### config.mk
export PLATFORM = sky130hd
export DESIGN_NAME = regfile_port_arbiter_flat
export DESIGN_NICKNAME = d
export VERILOG_FILES = /design/src/rtl/regfile_pkg.sv /design/src/rtl/regfile_port_arbiter_if.sv /design/src/rtl/regfile_port_arbiter_rr_pick2.sv /design/src/rtl/regfile_port_arbiter.sv /design/src/flat_wrapper.sv
export SDC_FILE = /design/constraint.sdc
export NUM_CORES = 1
export LEC_CHECK = 0
export ABC_CLOCK_PERIOD_IN_PS = 6300
export BUFFER_PORTS_ARGS = -buffer_cell sky130_fd_sc_hd__buf_2
export CORE_UTILIZATION = 43
export DETAILED_ROUTE_END_ITERATION = 16
export PLACE_DENSITY = 0.78
export SLEW_MARGIN = 20
export SYNTH_ARGS = -nofsm -noshare
export SYNTH_HDL_FRONTEND = slang
export SYNTH_SLANG_ARGS = --single-unit
### constraint.sdc
create_clock -name clk -period 6.3 [get_ports clk]
set_input_delay 0.63 -clock clk [delete_from_list [all_inputs] [get_ports clk]]
set_output_delay 0.63 -clock clk [all_outputs]
set_load 0.01 [all_outputs]
### src/rtl/regfile_pkg.sv
`default_nettype none
// ---------------------------------------------------------------------------
// regfile_pkg : shared constants for the 16x16 register file port arbiter
// rev 1.0
// ---------------------------------------------------------------------------
package regfile_pkg;

    localparam int DW    = 16;
    localparam int AW    = 4;
    localparam int NREGS = 16;

    localparam logic OP_READ  = 1'b0;
    localparam logic OP_WRITE = 1'b1;

    function automatic int unsigned wrap_inc(input int unsigned v, input int unsigned n);
        return (v + 1) % n;
    endfunction

endpackage
`default_nettype wire

### src/rtl/regfile_port_arbiter_if.sv
`default_nettype none
// ---------------------------------------------------------------------------
// regfile_port_arbiter_if : requester bus plus the two register file ports
// rev 1.0
// ---------------------------------------------------------------------------
interface regfile_port_arbiter_if #(
    parameter int NREQ = 4,
    parameter int DW   = regfile_pkg::DW,
    parameter int AW   = regfile_pkg::AW
);

    logic [NREQ-1:0]    req_valid;
    logic [NREQ-1:0]    req_write;
    logic [NREQ*AW-1:0] req_id;
    logic [NREQ*DW-1:0] req_wdata;
    logic [NREQ-1:0]    req_ready;
    logic [NREQ-1:0]    rsp_valid;
    logic [NREQ*DW-1:0] rsp_data;

    logic               rd1;
    logic               wn1;
    logic [AW-1:0]      reg_id1;
    logic [DW-1:0]      write_data1;
    logic [DW-1:0]      read_data1;

    logic               rd2;
    logic               wn2;
    logic [AW-1:0]      reg_id2;
    logic [DW-1:0]      write_data2;
    logic [DW-1:0]      read_data2;

    // Arbiter side
    modport slave (
        input  req_valid, req_write, req_id, req_wdata,
        input  read_data1, read_data2,
        output req_ready, rsp_valid, rsp_data,
        output rd1, wn1, reg_id1, write_data1,
        output rd2, wn2, reg_id2, write_data2
    );

    // Requesters and register file side
    modport master (
        output req_valid, req_write, req_id, req_wdata,
        output read_data1, read_data2,
        input  req_ready, rsp_valid, rsp_data,
        input  rd1, wn1, reg_id1, write_data1,
        input  rd2, wn2, reg_id2, write_data2
    );

endinterface
`default_nettype wire

### src/rtl/regfile_port_arbiter_rr_pick2.sv
`default_nettype none
// ---------------------------------------------------------------------------
// rr_pick2 : round-robin pick of up to two non-conflicting requests
// rev 1.0
// ---------------------------------------------------------------------------
module rr_pick2
    import regfile_pkg::*;
#(
    parameter int NREQ = 4,
    parameter int AW   = regfile_pkg::AW,
    parameter int PW   = $clog2(NREQ)
) (
    input  logic [NREQ-1:0]    valid,
    input  logic [NREQ-1:0]    write,
    input  logic [NREQ*AW-1:0] id,
    input  logic [PW-1:0]      ptr,
    output logic [NREQ-1:0]    gnt1,
    output logic [NREQ-1:0]    gnt2,
    output logic               found1,
    output logic               found2,
    output logic [PW-1:0]      idx1,
    output logic [PW-1:0]      idx2
);

    int            scan_pos;
    logic [PW-1:0] cand;
    logic [AW-1:0] a_id;
    logic          a_wr;
    logic          clash;

    always_comb begin
        gnt1     = '0;
        gnt2     = '0;
        found1   = 1'b0;
        found2   = 1'b0;
        idx1     = '0;
        idx2     = '0;
        a_id     = '0;
        a_wr     = OP_READ;
        clash    = 1'b0;
        scan_pos = 0;
        cand     = '0;
        for (int k = 0; k < NREQ; k++) begin
            scan_pos = (int'(ptr) + k) % NREQ;
            cand     = PW'(scan_pos);
            if (valid[cand]) begin
                if (!found1) begin
                    found1     = 1'b1;
                    idx1       = cand;
                    gnt1[cand] = 1'b1;
                    a_id       = id[cand*AW +: AW];
                    a_wr       = write[cand];
                end else if (!found2) begin
                    // A clashing candidate stays pending; the scan moves on past it.
                    clash = (id[cand*AW +: AW] == a_id) &&
                            ((a_wr == OP_WRITE) || (write[cand] == OP_WRITE));
                    if (!clash) begin
                        found2     = 1'b1;
                        idx2       = cand;
                        gnt2[cand] = 1'b1;
                    end
                end
            end
        end
    end

endmodule
`default_nettype wire

### src/rtl/regfile_port_arbiter.sv
`default_nettype none
// ---------------------------------------------------------------------------
// regfile_port_arbiter : shares the two register file ports among NREQ users
// rev 1.0
// ---------------------------------------------------------------------------
module regfile_port_arbiter
    import regfile_pkg::*;
#(
    parameter int NREQ = 4,
    parameter int DW   = regfile_pkg::DW,
    parameter int AW   = regfile_pkg::AW
) (
    input  logic                   clk,
    input  logic                   reset,
    regfile_port_arbiter_if.slave  bus
);

    localparam int PW = $clog2(NREQ);

    logic [PW-1:0]      ptr_q;
    logic [PW-1:0]      ptr_d;
    logic [NREQ-1:0]    rsp_valid_q;
    logic [NREQ-1:0]    rsp_valid_d;
    logic [NREQ*DW-1:0] rsp_data_q;
    logic [NREQ*DW-1:0] rsp_data_d;

    logic [NREQ-1:0]    gnt1;
    logic [NREQ-1:0]    gnt2;
    logic               found1;
    logic               found2;
    logic [PW-1:0]      idx1;
    logic [PW-1:0]      idx2;
    logic               wr1;
    logic               wr2;

    rr_pick2 #(
        .NREQ (NREQ),
        .AW   (AW),
        .PW   (PW)
    ) u_pick (
        .valid  (bus.req_valid),
        .write  (bus.req_write),
        .id     (bus.req_id),
        .ptr    (ptr_q),
        .gnt1   (gnt1),
        .gnt2   (gnt2),
        .found1 (found1),
        .found2 (found2),
        .idx1   (idx1),
        .idx2   (idx2)
    );

    assign wr1 = (bus.req_write[idx1] == OP_WRITE);
    assign wr2 = (bus.req_write[idx2] == OP_WRITE);

    // Reset low masks every grant so no register file write can slip through.
    assign bus.req_ready = reset ? (gnt1 | gnt2) : '0;

    always_comb begin
        bus.rd1         = 1'b0;
        bus.wn1         = 1'b0;
        bus.reg_id1     = '0;
        bus.write_data1 = '0;
        if (reset && found1) begin
            bus.reg_id1 = bus.req_id[idx1*AW +: AW];
            if (wr1) begin
                bus.wn1         = 1'b1;
                bus.write_data1 = bus.req_wdata[idx1*DW +: DW];
            end else begin
                bus.rd1 = 1'b1;
            end
        end
    end

    always_comb begin
        bus.rd2         = 1'b0;
        bus.wn2         = 1'b0;
        bus.reg_id2     = '0;
        bus.write_data2 = '0;
        if (reset && found2) begin
            bus.reg_id2 = bus.req_id[idx2*AW +: AW];
            if (wr2) begin
                bus.wn2         = 1'b1;
                bus.write_data2 = bus.req_wdata[idx2*DW +: DW];
            end else begin
                bus.rd2 = 1'b1;
            end
        end
    end

    always_comb begin
        rsp_valid_d = '0;
        rsp_data_d  = rsp_data_q;
        for (int i = 0; i < NREQ; i++) begin
            if (gnt1[i] && !wr1) begin
                rsp_valid_d[i]          = 1'b1;
                rsp_data_d[i*DW +: DW]  = bus.read_data1;
            end else if (gnt2[i] && !wr2) begin
                rsp_valid_d[i]          = 1'b1;
                rsp_data_d[i*DW +: DW]  = bus.read_data2;
            end
        end
    end

    // Port 2 is always later in scan order than port 1, so it sets the new start.
    always_comb begin
        ptr_d = ptr_q;
        if (found2) begin
            ptr_d = PW'(wrap_inc(32'(idx2), NREQ));
        end else if (found1) begin
            ptr_d = PW'(wrap_inc(32'(idx1), NREQ));
        end
    end

    always_ff @(posedge clk or negedge reset) begin
        if (!reset) begin
            ptr_q       <= '0;
            rsp_valid_q <= '0;
            rsp_data_q  <= '0;
        end else begin
            ptr_q       <= ptr_d;
            rsp_valid_q <= rsp_valid_d;
            rsp_data_q  <= rsp_data_d;
        end
    end

    assign bus.rsp_valid = rsp_valid_q;
    assign bus.rsp_data  = rsp_data_q;

endmodule
`default_nettype wire
### src/flat_wrapper.sv
// flat-port wrapper written by rule: the top's interface ports become plain ports
module regfile_port_arbiter_flat import regfile_pkg::*;
#(
    parameter int NREQ = 4,
    parameter int DW   = regfile_pkg::DW,
    parameter int AW   = regfile_pkg::AW
)
  (clk, reset, bus_req_valid, bus_req_write, bus_req_id, bus_req_wdata, bus_read_data1, bus_read_data2, bus_req_ready, bus_rsp_valid, bus_rsp_data, bus_rd1, bus_wn1, bus_reg_id1, bus_write_data1, bus_rd2, bus_wn2, bus_reg_id2, bus_write_data2);
  regfile_port_arbiter_if #(.NREQ(NREQ), .DW(DW), .AW(AW)) bus_i ();
  input  logic clk;
  input  logic reset;
  input wire logic [$bits(bus_i.req_valid)-1:0] bus_req_valid;
  input wire logic [$bits(bus_i.req_write)-1:0] bus_req_write;
  input wire logic [$bits(bus_i.req_id)-1:0] bus_req_id;
  input wire logic [$bits(bus_i.req_wdata)-1:0] bus_req_wdata;
  input wire logic [$bits(bus_i.read_data1)-1:0] bus_read_data1;
  input wire logic [$bits(bus_i.read_data2)-1:0] bus_read_data2;
  output wire logic [$bits(bus_i.req_ready)-1:0] bus_req_ready;
  output wire logic [$bits(bus_i.rsp_valid)-1:0] bus_rsp_valid;
  output wire logic [$bits(bus_i.rsp_data)-1:0] bus_rsp_data;
  output wire logic [$bits(bus_i.rd1)-1:0] bus_rd1;
  output wire logic [$bits(bus_i.wn1)-1:0] bus_wn1;
  output wire logic [$bits(bus_i.reg_id1)-1:0] bus_reg_id1;
  output wire logic [$bits(bus_i.write_data1)-1:0] bus_write_data1;
  output wire logic [$bits(bus_i.rd2)-1:0] bus_rd2;
  output wire logic [$bits(bus_i.wn2)-1:0] bus_wn2;
  output wire logic [$bits(bus_i.reg_id2)-1:0] bus_reg_id2;
  output wire logic [$bits(bus_i.write_data2)-1:0] bus_write_data2;
  assign bus_i.req_valid = bus_req_valid;
  assign bus_i.req_write = bus_req_write;
  assign bus_i.req_id = bus_req_id;
  assign bus_i.req_wdata = bus_req_wdata;
  assign bus_i.read_data1 = bus_read_data1;
  assign bus_i.read_data2 = bus_read_data2;
  assign bus_req_ready = bus_i.req_ready;
  assign bus_rsp_valid = bus_i.rsp_valid;
  assign bus_rsp_data = bus_i.rsp_data;
  assign bus_rd1 = bus_i.rd1;
  assign bus_wn1 = bus_i.wn1;
  assign bus_reg_id1 = bus_i.reg_id1;
  assign bus_write_data1 = bus_i.write_data1;
  assign bus_rd2 = bus_i.rd2;
  assign bus_wn2 = bus_i.wn2;
  assign bus_reg_id2 = bus_i.reg_id2;
  assign bus_write_data2 = bus_i.write_data2;
  regfile_port_arbiter #(.NREQ(NREQ), .DW(DW), .AW(AW)) u_core (.clk(clk), .reset(reset), .bus(bus_i));
endmodule
==> insert_results.sql <==
INSERT INTO impl_metrics (metric_group, metric, value, unit) VALUES
('status', 'run_status', 'finished clean', ''),
('layout', 'area_growth', '21.3', '%'),
('layout', 'antenna_cells', '0', ''),
('cts', 'clk_root_buffer_cell', 'sky130_fd_sc_hd__clkbuf_16', ''),
('synthesis', 'cell_type_with_the_highest_aggregate_area_in_the_netlist', 'sky130_fd_sc_hd__dfrtp_1', ''),
('sta', 'timing_hold_violations_final', '0', ''),
('setup_path', 'critPathArrivalTime', '4.90', 'ns'),
('synthesis', 'synth_area_in_xor_xnor', '2.34', '%'),
('place', 'numPortBuffers', '237', ''),
('sta', 'fmax', '0.181', 'GHz'),
('place', 'placed_cells', '1177', ''),
('synthesis', 'ys_async_sr_fraction', '100', '%'),
('drt', 'via_count', '7721', ''),
('setup_path', 'path_max_fanout', '40', ''),
('drt', 'postRouteWirelength', '25100', 'µm'),
('hold_path', 'hold_path.class', 'input pin to async pin', ''),
('grt', 'antenna_found_initial', '0', ''),
('cts', 'cts_inserted_buffers', '9', ''),
('die', 'design.core.area', '16000', 'µm²'),
('drt', 'drt_pre_antenna_iters', '7', ''),
('sta', 'final.min_clock_period', '5.53', 'ns'),
('die', 'die_area', '17100', 'µm²'),
('setup_path', 'worst_path_max_delay_cell', 'sky130_fd_sc_hd__mux4_2', ''),
('setup_path', 'path_cells', 'inv_2 > ha_1 > buf_4 > mux4_2 > o21ai_0 > a221oi_1 > o21ai_1 > a311oi_4 > o32ai_2 > a21oi_4 > buf_4 > a211oi_1 > a2111oi_2 > buf_2', ''),
('grt', 'grt_first_pass_wirelength', '38300', 'µm'),
('place', 'hpwl_detailed', '17900', 'µm'),
('drt', 'route.detailed.wl_per_inst', '21.0', 'µm'),
('layout', 'design.final.nets', '1100', ''),
('drt', 'wl_met2', '11200', 'µm'),
('die', 'dieHeight', '131', 'µm'),
('drt', 'drc', '0', ''),
('cts', 'clock_sinks', '70', ''),
('sta', 'worst_slew_margin_rel', '26.7', '%'),
('synthesis', 'synth.avg_cell_area', '9.13', 'µm²'),
('sta', 'setup_viol_count_final', '0', ''),
('grt', 'grt_use_total', '28.9', '%'),
('grt', 'vias_in_the_first_global_route', '6892', ''),
('synthesis', 'synth-compound-area-share', '30.2', '%'),
('synthesis', 'synth_area', '7120', 'µm²'),
('sta', 'setup_skew_after_layout', '0.00450', 'ns'),
('cts', 'clock_latency_at_the_later_pin_of_the_worst_skew_pair', '0.34', 'ns'),
('setup_path', 'worst_setup_path_end_kind', 'primary output', ''),
('layout', 'final_util', '54.0', '%'),
('drt', 'route.met3.wl', '2550', 'µm'),
('drt', 'route.layer.met1.wl', '10300', 'µm'),
('layout', 'instances_no_fill', '1193', ''),
('grt', 'grt_max_degree', '78', ''),
('synthesis', 'synth_ff_type', 'sky130_fd_sc_hd__dfrtp_1', ''),
('place', 'routabilityCongestion', '0.926', ''),
('run', 'max_capacitance_violation_total', '0', ''),
('setup_path', 'crit_path_frequent_cell', 'sky130_fd_sc_hd__buf_4', ''),
('synthesis', 'synth.ff_latch_count', '70', ''),
('cts', 'tritoncts', 'built', ''),
('cts', 'cts_stage_hold_buffer_count', '0', ''),
('setup_path', 'crit_path_start_kind', 'flop', ''),
('synthesis', 'yosys.cell_types.count', '75', ''),
('layout', 'layout-drive-gt1-share', '37.8', '%'),
('synthesis', 'synth-edff-count', '0', ''),
('layout', 'multi_input_logic_area', '4910', 'µm²'),
('sta', 'slew_at_the_pin_closest_to_its_max_slew_limit', '1.10', 'ns'),
('drt', 'route.top_layer_used', 'met4', ''),
('cts', 'path_clk_slew', '0.06', 'ns'),
('synthesis', 'synth_mux_area_share', '17.6', '%'),
('synthesis', 'main_combinational_cell_family_by_area_after_synthesis', 'compound AO/OA/AOI/OAI gates', ''),
('drt', 'drt_iter0_drc', '839', ''),
('synthesis', 'synth_top_area_share', '24.6', '%'),
('die', 'floorplan.die.width', '131', 'µm'),
('die', 'initial_util', '44.5', '%'),
('cts', 'cts_buffer_depth', '2', ''),
('setup_path', 'worst_path_required_time', '5.67', 'ns'),
('synthesis', 'syn_inst', '780', '');
[stage by stage]
stage | worst slack, ns | hold WS, ns | cell area, µm²
after detailed placement | 1.17 | 0.539 | 8340
after CTS | 0.811 | 0.490 | 8640
after global routing | 0.445 | 0.548 | 8640
after floorplan | 1.20 | 0.334 | 7120
final | 0.769 | 0.451 | 8640
after global placement | 1.17 | 0.534 | 8340
[cells in the final DEF, fill, tap and decap left out, drive strengths merged, types with 5 or more instances in the layout]
cell type  synthesis  final
nand3             70     70
mux2i             22     22
o2111ai            9      9
xor2              13     13
nor3b              5      5
a21oi             14     14
nand2             11     11
clkbuf            35      9
o211ai            10     10
clkinv             4      6
ha                 6      6
a31oi             68     68
a22oi              7      7
xnor2              6      6
inv               14     16
o31ai              7      7
nor2              91     91
nor2b             22     22
a2111oi           25     25
a211oi            28     28
mux4              44     44
or2                5      5
a221oi             7      7
buf               40    256
o21ai             74     74
dfrtp             70     70
and2              24     24
[flip-flops by register name, summed over array words and instances, names as in the netlist]
name,count
u_core.bus.rsp_data,64
u_core.ptr_q,2
u_core.bus.rsp_valid,4
[cell families (layout without fill, tap and decap cells)]
| logic type | after synthesis | after routing |
|---|---|---|
| adders and majority gates | 6 | 6 |
| muxes | 70 | 70 |
| and+or+nand+nor | 245 | 245 |
| buffers and inverters | 93 | 290 |
| AOI/OAI and AO/OA | 277 | 277 |
| xor gates and xnor gates | 19 | 19 |
| DFF | 70 | 70 |
[cell usage after synthesis, types with 10 or more instances]
master	number
sky130_fd_sc_hd__inv_1	13
sky130_fd_sc_hd__buf_6	10
sky130_fd_sc_hd__mux4_2	44
sky130_fd_sc_hd__and2_1	22
sky130_fd_sc_hd__nand3_1	70
sky130_fd_sc_hd__a31oi_1	67
sky130_fd_sc_hd__clkbuf_1	35
sky130_fd_sc_hd__nor2b_1	21
sky130_fd_sc_hd__a21oi_1	13
sky130_fd_sc_hd__xor2_1	13
sky130_fd_sc_hd__o21ai_1	34
sky130_fd_sc_hd__o21ai_0	38
sky130_fd_sc_hd__dfrtp_1	70
sky130_fd_sc_hd__a2111oi_2	13
sky130_fd_sc_hd__o211ai_1	10
sky130_fd_sc_hd__mux2i_1	22
sky130_fd_sc_hd__a211oi_1	24
sky130_fd_sc_hd__buf_2	19
sky130_fd_sc_hd__nand2_1	11
sky130_fd_sc_hd__nor2_1	89
[layer usage]
metal,vias to the layer above,track usage (%)
li1,3442,-
met1,3735,40.9
met2,459,42.3
met3,85,6.47
met4,0,12.2
met5,-,0
[area by class of cell]
type	instances	share of cell area (%)
timing repair buffer	256	15.6
sequential	70	20.3
inverter	18	0.796
tap	216	3.13
clock buffer	9	2.61
clock inverter	7	0.840
multi-input combinational	617	56.8
[path summary, 6_finish.rpt]
kind	endpoint	start	slack [ns]	cells past startpoint
min in group clk	u_core.bus.rsp_data[23]$_DFFE_PN0P_	u_core.bus.rsp_data[23]$_DFFE_PN0P_	0.55	2
min reg2reg	u_core.bus.rsp_data[23]$_DFFE_PN0P_	u_core.bus.rsp_data[23]$_DFFE_PN0P_	0.55	2
max in group asynchronous	u_core.ptr_q[0]$_DFFE_PN0P_	reset	5.13	1
min	u_core.bus.rsp_data[57]$_DFFE_PN0P_	reset	0.45	1
max	bus_write_data2[9]	u_core.ptr_q[0]$_DFFE_PN0P_	0.77	14
max reg2reg	u_core.bus.rsp_data[27]$_DFFE_PN0P_	u_core.ptr_q[0]$_DFFE_PN0P_	1.42	14
[worst max-delay path: cells and delay by family, from the launching register on]
kind / cells / cell delay [ns]
flip-flops: 1 / 0.40
AO/OA/AOI/OAI: 8 / 2.17
buffers and inverters: 4 / 1.15
adder cells (fa/ha/maj): 1 / 0.30
multiplexers: 1 / 0.51
Power is not shown: default switching activity piles up to over one toggle a cycle in this logic, so the estimate is an artifact.
